### config.mk
export PLATFORM = sky130hd
export DESIGN_NAME = telem_readout
export DESIGN_NICKNAME = d
export VERILOG_FILES = /design/src/rtl/telem_readout.sv
export SDC_FILE = /design/constraint.sdc
export NUM_CORES = 1
export LEC_CHECK = 0
export CORE_UTILIZATION = 30
export CTS_CLUSTER_DIAMETER = 100
export DETAILED_ROUTE_END_ITERATION = 10
export HOLD_SLACK_MARGIN = 0.15
export MAX_ROUTING_LAYER = met4
export RECOVER_POWER = 100
export REMOVE_ABC_BUFFERS = 1
export SLEW_MARGIN = 20
export SYNTH_ARGS = -nofsm -noshare
export SYNTH_HDL_FRONTEND = slang
export SYNTH_SLANG_ARGS = --single-unit
### constraint.sdc
create_clock -name SIM_CLK -period 2.15 [get_ports SIM_CLK]
set_input_delay 0.645 -clock SIM_CLK [delete_from_list [all_inputs] [get_ports SIM_CLK]]
set_output_delay 0.645 -clock SIM_CLK [all_outputs]
set_load 0.03 [all_outputs]
### src/rtl/telem_readout.sv
// telem_readout: frames the delay-line readout bit stream into syllables,
// tags each recovered word with an odd-parity error flag and queues it in a
// small FIFO that a downstream telemetry multiplexer drains by valid/ready.
module telem_readout #(
  parameter int SYL_BITS   = 13,
  parameter int FIFO_DEPTH = 4
) (
  input  logic                SIM_CLK,
  input  logic                SIM_RST,
  input  logic                DDLO,
  input  logic                BIT_STB,
  input  logic                SYL_SYNC,
  input  logic                ENA,
  input  logic                CLR,
  output logic [SYL_BITS-2:0] WORD_DATA,
  output logic                WORD_PERR,
  output logic                WORD_VALID,
  input  logic                WORD_READY,
  output logic                OVF,
  output logic [3:0]          SYNC_ERR_CNT,
  output logic                BUSY
);

  localparam int CW = $clog2(SYL_BITS);
  localparam int AW = $clog2(FIFO_DEPTH);
  localparam logic [CW-1:0] LAST_BIT = CW'(SYL_BITS - 1);
  localparam logic [AW:0]   DEPTH    = (AW + 1)'(FIFO_DEPTH);

  typedef enum logic [1:0] {HUNT, SHIFT, PUSH} state_t;

  state_t              state;
  logic [SYL_BITS-1:0] shreg;
  logic [CW-1:0]       bit_cnt;

  logic [SYL_BITS-2:0] mem_data [FIFO_DEPTH];
  logic                mem_perr [FIFO_DEPTH];
  logic [AW-1:0]       wr_ptr;
  logic [AW-1:0]       rd_ptr;
  logic [AW:0]         count;

  logic                start;
  logic                sync_err;
  logic [SYL_BITS-1:0] start_word;
  logic                full;
  logic                pop;
  logic                push_req;
  logic                push_ok;
  logic                drop;

  // A sync-marked strobe always begins a syllable; inside SHIFT it also
  // means the previous syllable was cut short.
  assign start      = BIT_STB & SYL_SYNC & ENA;
  assign sync_err   = (state == SHIFT) & start;
  assign start_word = {{(SYL_BITS-1){1'b0}}, DDLO};

  assign full     = (count == DEPTH);
  assign pop      = WORD_VALID & WORD_READY;
  assign push_req = (state == PUSH);
  assign push_ok  = push_req & (~full | pop);
  assign drop     = push_req & full & ~pop;

  assign WORD_VALID = (count != '0);
  assign WORD_DATA  = WORD_VALID ? mem_data[rd_ptr] : '0;
  assign WORD_PERR  = WORD_VALID ? mem_perr[rd_ptr] : 1'b0;
  assign BUSY       = (state == SHIFT);

  // Framing state machine: hunt for sync, shift bits LSB-first, then a
  // single PUSH cycle that hands the finished syllable to the FIFO.
  always_ff @(posedge SIM_CLK or negedge SIM_RST) begin
    if (!SIM_RST) begin
      state   <= HUNT;
      shreg   <= '0;
      bit_cnt <= '0;
    end else begin
      case (state)
        HUNT, PUSH: begin
          if (start) begin
            shreg   <= start_word;
            bit_cnt <= CW'(1);
            state   <= SHIFT;
          end else begin
            state <= HUNT;
          end
        end
        SHIFT: begin
          if (!ENA) begin
            state <= HUNT;
          end else if (BIT_STB) begin
            if (SYL_SYNC) begin
              shreg   <= start_word;
              bit_cnt <= CW'(1);
            end else begin
              shreg[bit_cnt] <= DDLO;
              bit_cnt        <= bit_cnt + 1'b1;
              if (bit_cnt == LAST_BIT) state <= PUSH;
            end
          end
        end
        default: state <= HUNT;
      endcase
    end
  end

  // FIFO storage; the parity tag is set when the full syllable has even weight.
  always_ff @(posedge SIM_CLK) begin
    if (push_ok) begin
      mem_data[wr_ptr] <= shreg[SYL_BITS-2:0];
      mem_perr[wr_ptr] <= ~(^shreg);
    end
  end

  // FIFO pointers and occupancy; a pop frees the slot for a same-cycle push.
  always_ff @(posedge SIM_CLK or negedge SIM_RST) begin
    if (!SIM_RST) begin
      wr_ptr <= '0;
      rd_ptr <= '0;
      count  <= '0;
    end else begin
      if (push_ok) wr_ptr <= wr_ptr + 1'b1;
      if (pop)     rd_ptr <= rd_ptr + 1'b1;
      case ({push_ok, pop})
        2'b10:   count <= count + 1'b1;
        2'b01:   count <= count - 1'b1;
        default: count <= count;
      endcase
    end
  end

  // Sticky overflow and saturating sync-error count; a new event beats CLR.
  always_ff @(posedge SIM_CLK or negedge SIM_RST) begin
    if (!SIM_RST) begin
      OVF          <= 1'b0;
      SYNC_ERR_CNT <= '0;
    end else begin
      if (drop)     OVF <= 1'b1;
      else if (CLR) OVF <= 1'b0;

      if (sync_err) begin
        if (CLR)                        SYNC_ERR_CNT <= 4'd1;
        else if (SYNC_ERR_CNT != 4'hF)  SYNC_ERR_CNT <= SYNC_ERR_CNT + 1'b1;
      end else if (CLR) begin
        SYNC_ERR_CNT <= '0;
      end
    end
  end

endmodule

==> impl_metrics.env, run 1 <==
export IMPL_rr_endpoint="count[2]"
export IMPL_clk_insertion_delay_late_ns=0.34
export IMPL_netlist_cell_type_count=46
export IMPL_drt_initial_drc_count=159
export IMPL_final_tns_setup_ns=-4.47
export IMPL_fp_coreArea_um2=12200
export IMPL_hold_class="reg -> reg"
export IMPL_synth_xor_xnor_area_share_pct=4.13
export IMPL_synth_edf_count=52
export IMPL_worstRegToRegCells=6
export IMPL_final_period_minus_worst_setup_slack_ns=2.33
export IMPL_post_drt_wl_per_cell_um=14.3
export IMPL_internal_power_mw=3.60
export IMPL_final_slew_viol_count=0
export IMPL_area_delta_synth_final_pct=25.5
export IMPL_timing_hold_worst_start="OVF"
export IMPL_synth_compound_area_share_pct=8.30
export IMPL_synth_top_cell_by_area="edfxtp_1"
export IMPL_floorplan_die_width_um=115
export IMPL_post_synth_top_area_fraction_pct=40.9
export IMPL_worst_ir_drop_vdd_mv=0.358
export IMPL_post_synth_and_or_nand_nor_area_fraction_pct=11.4
export IMPL_detailed_route_wire_length_mm=7.25
export IMPL_critPathMaxFanout=8
export IMPL_pin_count_of_the_biggest_net_entering_global_routing=32
export IMPL_diodes=0
export IMPL_clockRootBuffer="clkbuf_16"
export IMPL_cts_tree="yes"
export IMPL_worst_setup_path_type="reg -> out"
export IMPL_power_share_sequential_pct=35.5
export IMPL_longest_clk_path_bufs=2
export IMPL_floorplan_die_height_um=115
export IMPL_synth_ff_latch_count=83
export IMPL_power_density_nw_per_um2=1100
export IMPL_post_detailed_route_via_to_cell_ratio=4.65
export IMPL_grt_setup_unrepaired="true"
export IMPL_leakagePower_nw=1.79
export IMPL_place_congestion=0.794
export IMPL_grt_first_pass_wirelength_mm=12.5
export IMPL_grt_pass1_vias=2441
export IMPL_dp_cells=491
export IMPL_globalRouteOverflowTotal=0
export IMPL_synth_seq_area_share_pct=61.3
export IMPL_synth_mux_area_fraction_pct=8.23
export IMPL_tightest_slew_margin_relative_to_the_limit_pct=48.4
export IMPL_post_synth_instance_area_um2=3810
export IMPL_achievable_frequency_mhz=429
export IMPL_start_util_pct=31.2
export IMPL_synth_fa_ha_area_share_pct=3.48
export IMPL_status="complete, but fails checks"
export IMPL_async_reset_ff_share_pct=37.3
export IMPL_top_post_synthesis_cells_by_area="edfxtp_1 (41%), dfrtp_1 (20%), mux4_2 (7.7%)"
export IMPL_finalNetCount=353
export IMPL_switching_power_mw=1.68
export IMPL_min_path_cells=2
export IMPL_combPwrFrac_pct=37.4
export IMPL_worst_ep_required_time_ns=1.50
export IMPL_synth_top_family_by_area="simple AND/OR/NAND/NOR gates"
export IMPL_pin_count=28
export IMPL_hold_viol=0
export IMPL_min_period_over_period_pct=109
export IMPL_critPathCaptureType="output pin"
export IMPL_route_vias_total=2364
export IMPL_worst_r2r_startpoint="state[0]"
export IMPL_drc_markers=0
export IMPL_critPathArrivalTime_ns=1.69
export IMPL_clk_sink_count=83
export IMPL_syn_inst=284
export IMPL_clock_skew_ns=0.00498
export IMPL_h_tree_depth=3
export IMPL_drive_gt1_share_pct=23.5
export IMPL_max_cap_violations=0
export IMPL_most_instantiated_library_cell_after_synthesis="edfxtp_1"
export IMPL_finalSetupViolCount=65
export IMPL_failed_checks="negative setup slack"
export IMPL_post_synth_top_cells="edfxtp_1 (52), dfrtp_1 (31), a21oi_1 (18), and2_1 (18), o21ai_0 (17)"
export IMPL_clk_pin_slew_ns=0.06
export IMPL_worst_pin_slew_ns=0.774
export IMPL_finalNonFillerCells=508
export IMPL_port_buffers=27
export IMPL_numCtsBuffers=9
export IMPL_ant_nets=0
export IMPL_sw_frac_of_total_pct=31.8
export IMPL_setup_worst_path_start_class="flop"
export IMPL_grt_total_usage_pct=13.0
export IMPL_grt_antenna_before_repair=0
export IMPL_firstDrtPassIters=4
export IMPL_holdPathEnd="OVF"
export IMPL_setup_slack_ns=-0.183
export IMPL_die_area_um2=13200
export IMPL_synthesis_area_per_instance_um2=13.4
export IMPL_r2r_slack_ns=0.30
export IMPL_synth_warning_count=0
export IMPL_dominantRegCellSynth="edfxtp_1"
export IMPL_fp_row_count=40
export IMPL_hpwlAfterDp_mm=4.81
export IMPL_clock_power_share_pct=27.1
-- layer usage --
metal	wire [um]	GRT usage, %	up-vias
met4	89	5.19	0
li1	-	-	1155
met1	3500	16.9	1160
met2	3440	19.4	42
met5	0	-	-
met3	221	3.37	7
-- cells by family (layout without fill, tap and decap cells) --
| logic type | after synthesis | after routing |
|---|---|---|
| AO/OA/AOI/OAI | 52 | 52 |
| XOR/XNOR | 18 | 18 |
| adder cells (fa/ha/maj) | 10 | 10 |
| buffers and inverters | 26 | 82 |
| flip-flops | 83 | 83 |
| multiplexers | 15 | 15 |
| AND/OR/NAND/NOR | 80 | 80 |
-- worst max-delay path by stage --
stage / startpoint / endpoint / slack, ns / cells past startpoint
floorplan: rd_ptr[0] / WORD_DATA[0] / -0.11 / 2
global placement: rd_ptr[0] / WORD_DATA[2] / -0.32 / 4
detailed placement: rd_ptr[0] / WORD_DATA[2] / -0.33 / 4
CTS: rd_ptr[0] / WORD_DATA[3] / -0.28 / 5
global route: rd_ptr[0] / WORD_DATA[2] / -0.25 / 4
finish: rd_ptr[0] / WORD_DATA[3] / -0.18 / 4
-- cell type report --
type                            instances  area [um2]
Clock buffer                            9         225
Clock inverter                          7        51.3
Fill cell                            1180        7420
Inverter                               13        48.8
Multi-Input combinational cell        175        1380
Sequential cell                        83        2340
Tap cell                              168         210
Timing Repair Buffer                   53         539
-- critical path: stages, from the launching register on --
cell and delay, ns:
dfrtp_2 0.41, buf_12 0.15, mux4_2 0.51, and2_4 0.15, buf_6 0.13
-- repair_timing --
action / 4_1_cts / 5_1_grt
pin swaps: 13 / 0
resized for setup: 112 / 0
endpoints found under the setup margin: 14 / 14
buffers inserted: 2 / 0
gates cloned: 1 / 0
hold buffers: 0 / 0
-- metrics by stage --
stage	power (mW)	setup slack (ns)	hold WS, ns	util, %	area (um2)
6_report	5.28	-0.183	0.530	39.2	4790
4_1_cts	5.45	-0.283	0.542	39.9	4870
3_3_place_gp	3.63	-0.323	0.526	36.7	4480
5_1_grt	5.53	-0.253	0.554	39.2	4790
2_1_floorplan	2.94	-0.109	0.349	-	3740
3_5_place_dp	3.65	-0.330	0.533	36.7	4480
-- cell usage in the layout, fill, tap and decap left out, types with 13 or more instances in the layout --
cell type   n
inv_1      13
buf_6      14
and2_4     13
o21ai_0    17
a21oi_1    19
nand2_1    13
mux4_2     13
xnor2_1    15
edfxtp_1   52
dfrtp_1    30
-- power groups by stage --
stage | registers [mW] | logic (mW) | clock network, mW
after floorplan | 1.97 | 0.971 | 0
after global placement | 1.89 | 1.74 | 0
after detailed placement | 1.90 | 1.76 | 0
after CTS | 1.87 | 2.12 | 1.47
after global routing | 1.88 | 2.12 | 1.53
final | 1.87 | 1.97 | 1.43
-- sequential cells by signal, summed over array words and instances, names as in the netlist --
name / flops
mem_perr: 4
OVF: 1
shreg: 13
state: 2
bit_cnt: 4
wr_ptr: 2
mem_data: 48
rd_ptr: 2
count: 3
SYNC_ERR_CNT: 4
No activity file was read; power rests on OpenSTA's default activity.
==> run 2, diff against run 1 <==
- CORE_ASPECT_RATIO: default -> 1.75
==> impl_metrics.env, run 2 (same netlist as run 1, synthesis figures left out) <==
export IMPL_status="complete, but fails checks"
export IMPL_failed_checks="negative setup slack"
export IMPL_worst_r2r_startpoint="count[1]"
export IMPL_fillers=1212
export IMPL_die_area_um2=13200
export IMPL_ant_nets=0
export IMPL_cts_tree="yes"
export IMPL_drive_gt1_share_pct=27.7
export IMPL_fp_row_count=54
export IMPL_start_util_pct=30.7
export IMPL_mostFrequentLayoutCell="edfxtp_1"
export IMPL_holdWs_ns=0.549
export IMPL_final_tns_setup_ns=-11.01
export IMPL_tightest_slew_margin_relative_to_the_limit_pct=46.5
export IMPL_detailed_route_wire_length_mm=7.48
export IMPL_pin_count_of_the_biggest_net_entering_global_routing=32
export IMPL_floorplan_die_width_um=87.2
export IMPL_critPathMaxFanout=2
export IMPL_h_tree_depth=3
export IMPL_clk_sink_count=83
export IMPL_post_cts_hold_buffer_count=0
export IMPL_worstRegToRegCells=7
export IMPL_grt_first_pass_wirelength_mm=12.2
export IMPL_holdPathEnd="OVF"
export IMPL_dp_cells=496
export IMPL_finalSetupViolCount=66
export IMPL_critPathCaptureType="output pin"
export IMPL_design_power_total_mw=5.72
export IMPL_post_drt_wl_per_cell_um=14.2
export IMPL_finalNetCount=370
export IMPL_max_cap_violations=0
export IMPL_route_vias_total=2446
export IMPL_achievable_frequency_mhz=408
export IMPL_worst_setup_path_type="reg -> out"
export IMPL_setup_worst_path_start_class="flop"
export IMPL_min_path_cells=2
export IMPL_rr_endpoint="count[1]"
export IMPL_grt_total_usage_pct=12.6
export IMPL_place_congestion=0.777
export IMPL_clockRootBuffer="clkbuf_16"
export IMPL_final_slew_viol_count=0
export IMPL_globalRouteOverflowTotal=0
export IMPL_final_standard_cell_utilization_of_the_core_pct=40.1
export IMPL_grt_setup_unrepaired="true"
export IMPL_clk_pin_slew_ns=0.06
export IMPL_grt_antenna_before_repair=0
export IMPL_finalNonFillerCells=525
export IMPL_worst_ep_required_time_ns=1.50
export IMPL_hold_class="reg -> reg"
export IMPL_drc_markers=0
export IMPL_drt_initial_drc_count=88
export IMPL_worst_ir_drop_vdd_mv=0.446
export IMPL_max_ffs_per_register=48
export IMPL_hpwlAfterDp_mm=5.07
export IMPL_clk_insertion_delay_late_ns=0.33
export IMPL_longest_clk_path_bufs=2
export IMPL_final_period_minus_worst_setup_slack_ns=2.45
export IMPL_timing_hold_worst_start="OVF"
export IMPL_leakagePower_nw=1.89
export IMPL_min_period_over_period_pct=114
export IMPL_hold_viol=0
export IMPL_diodes=0
export IMPL_critPathArrivalTime_ns=1.81
export IMPL_worst_setup_path_startpoint="rd_ptr[0]"
export IMPL_port_buffers=27
export IMPL_numCtsBuffers=9
export IMPL_r2r_slack_ns=0.08
export IMPL_biggestRegsByFlops="mem_data: 48 flops, shreg: 13 flops"
export IMPL_worst_pin_slew_ns=0.803
export IMPL_clock_skew_ns=0.00581
export IMPL_registers_top_by_ff_count="mem_data"
export IMPL_post_detailed_route_via_to_cell_ratio=4.66
export IMPL_fp_coreArea_um2=12400
export IMPL_pin_count=28
export IMPL_mostFrequentLayoutCells="edfxtp_1 (52), dfrtp_1 (30), buf_4 (23)"
export IMPL_multiInputGateArea_um2=1400
export IMPL_power_density_nw_per_um2=1150
export IMPL_seqCellArea_um2=2340
export IMPL_grt_pass1_vias=2424
export IMPL_firstDrtPassIters=4
export IMPL_floorplan_die_height_um=151
export IMPL_setup_slack_ns=-0.303
export IMPL_area_delta_synth_final_pct=30.7
## run 2: metrics by stage
stage                     worst slack (ns)  instance area [um2]
after global placement              -0.307                 4510
after global routing                -0.339                 4990
final                               -0.303                 4990
after CTS                           -0.319                 4940
after detailed placement            -0.304                 4510
after floorplan                     -0.109                 3740
## run 2: layout make-up
| cell class | count | share of cell area [%] |
|---|---|---|
| Inverter | 13 | 0.978 |
| Sequential cell | 83 | 46.9 |
| Timing Repair Buffer | 70 | 13.8 |
| Clock buffer | 11 | 4.87 |
| Clock inverter | 5 | 1.25 |
| Tap cell | 168 | 4.21 |
| Multi-Input combinational cell | 175 | 28.0 |
## run 2: worst max path at each step
stage | slack, ns | end
2_1_floorplan | -0.11 | WORD_DATA[0]
3_5_place_dp | -0.30 | WORD_DATA[3]
5_1_grt | -0.34 | WORD_DATA[4]
6_report | -0.30 | WORD_DATA[11]
4_1_cts | -0.32 | WORD_DATA[4]
3_3_place_gp | -0.31 | WORD_DATA[3]
## run 2: critical path, cell delays in order, from the launching register on
cell and delay, ns:
dfrtp_2 0.41, buf_6 0.12, buf_4 0.13, buf_6 0.11
mux4_2 0.41, and2_4 0.17, buf_6 0.13
## run 2: what timing repair did
action                     CTS  global route
gates resized for setup     85            17
pin swaps                    6            10
setup endpoints to repair   14            15
cloned                       2             0
buffers inserted             5             8
## run 2: per-layer routing
| layer | share of wire (%) | global-route usage, % | vias to the layer above |
|---|---|---|---|
| met2 | 55 | 22.7 | 41 |
| met4 | 1.4 | 4.92 | 0 |
| met5 | 0 | - | - |
| met1 | 41 | 13.6 | 1209 |
| li1 | - | - | 1190 |
| met3 | 1.9 | 2.29 | 6 |
## run 2: power by group
part	total, mW	leakage [nW]	internal [mW]	switching [mW]
combinational	2.31	0.858	1.26	1.05
sequential	1.86	0.886	1.79	0.0708
clock	1.54	0.142	0.935	0.608
total	5.72	1.89	3.99	1.73
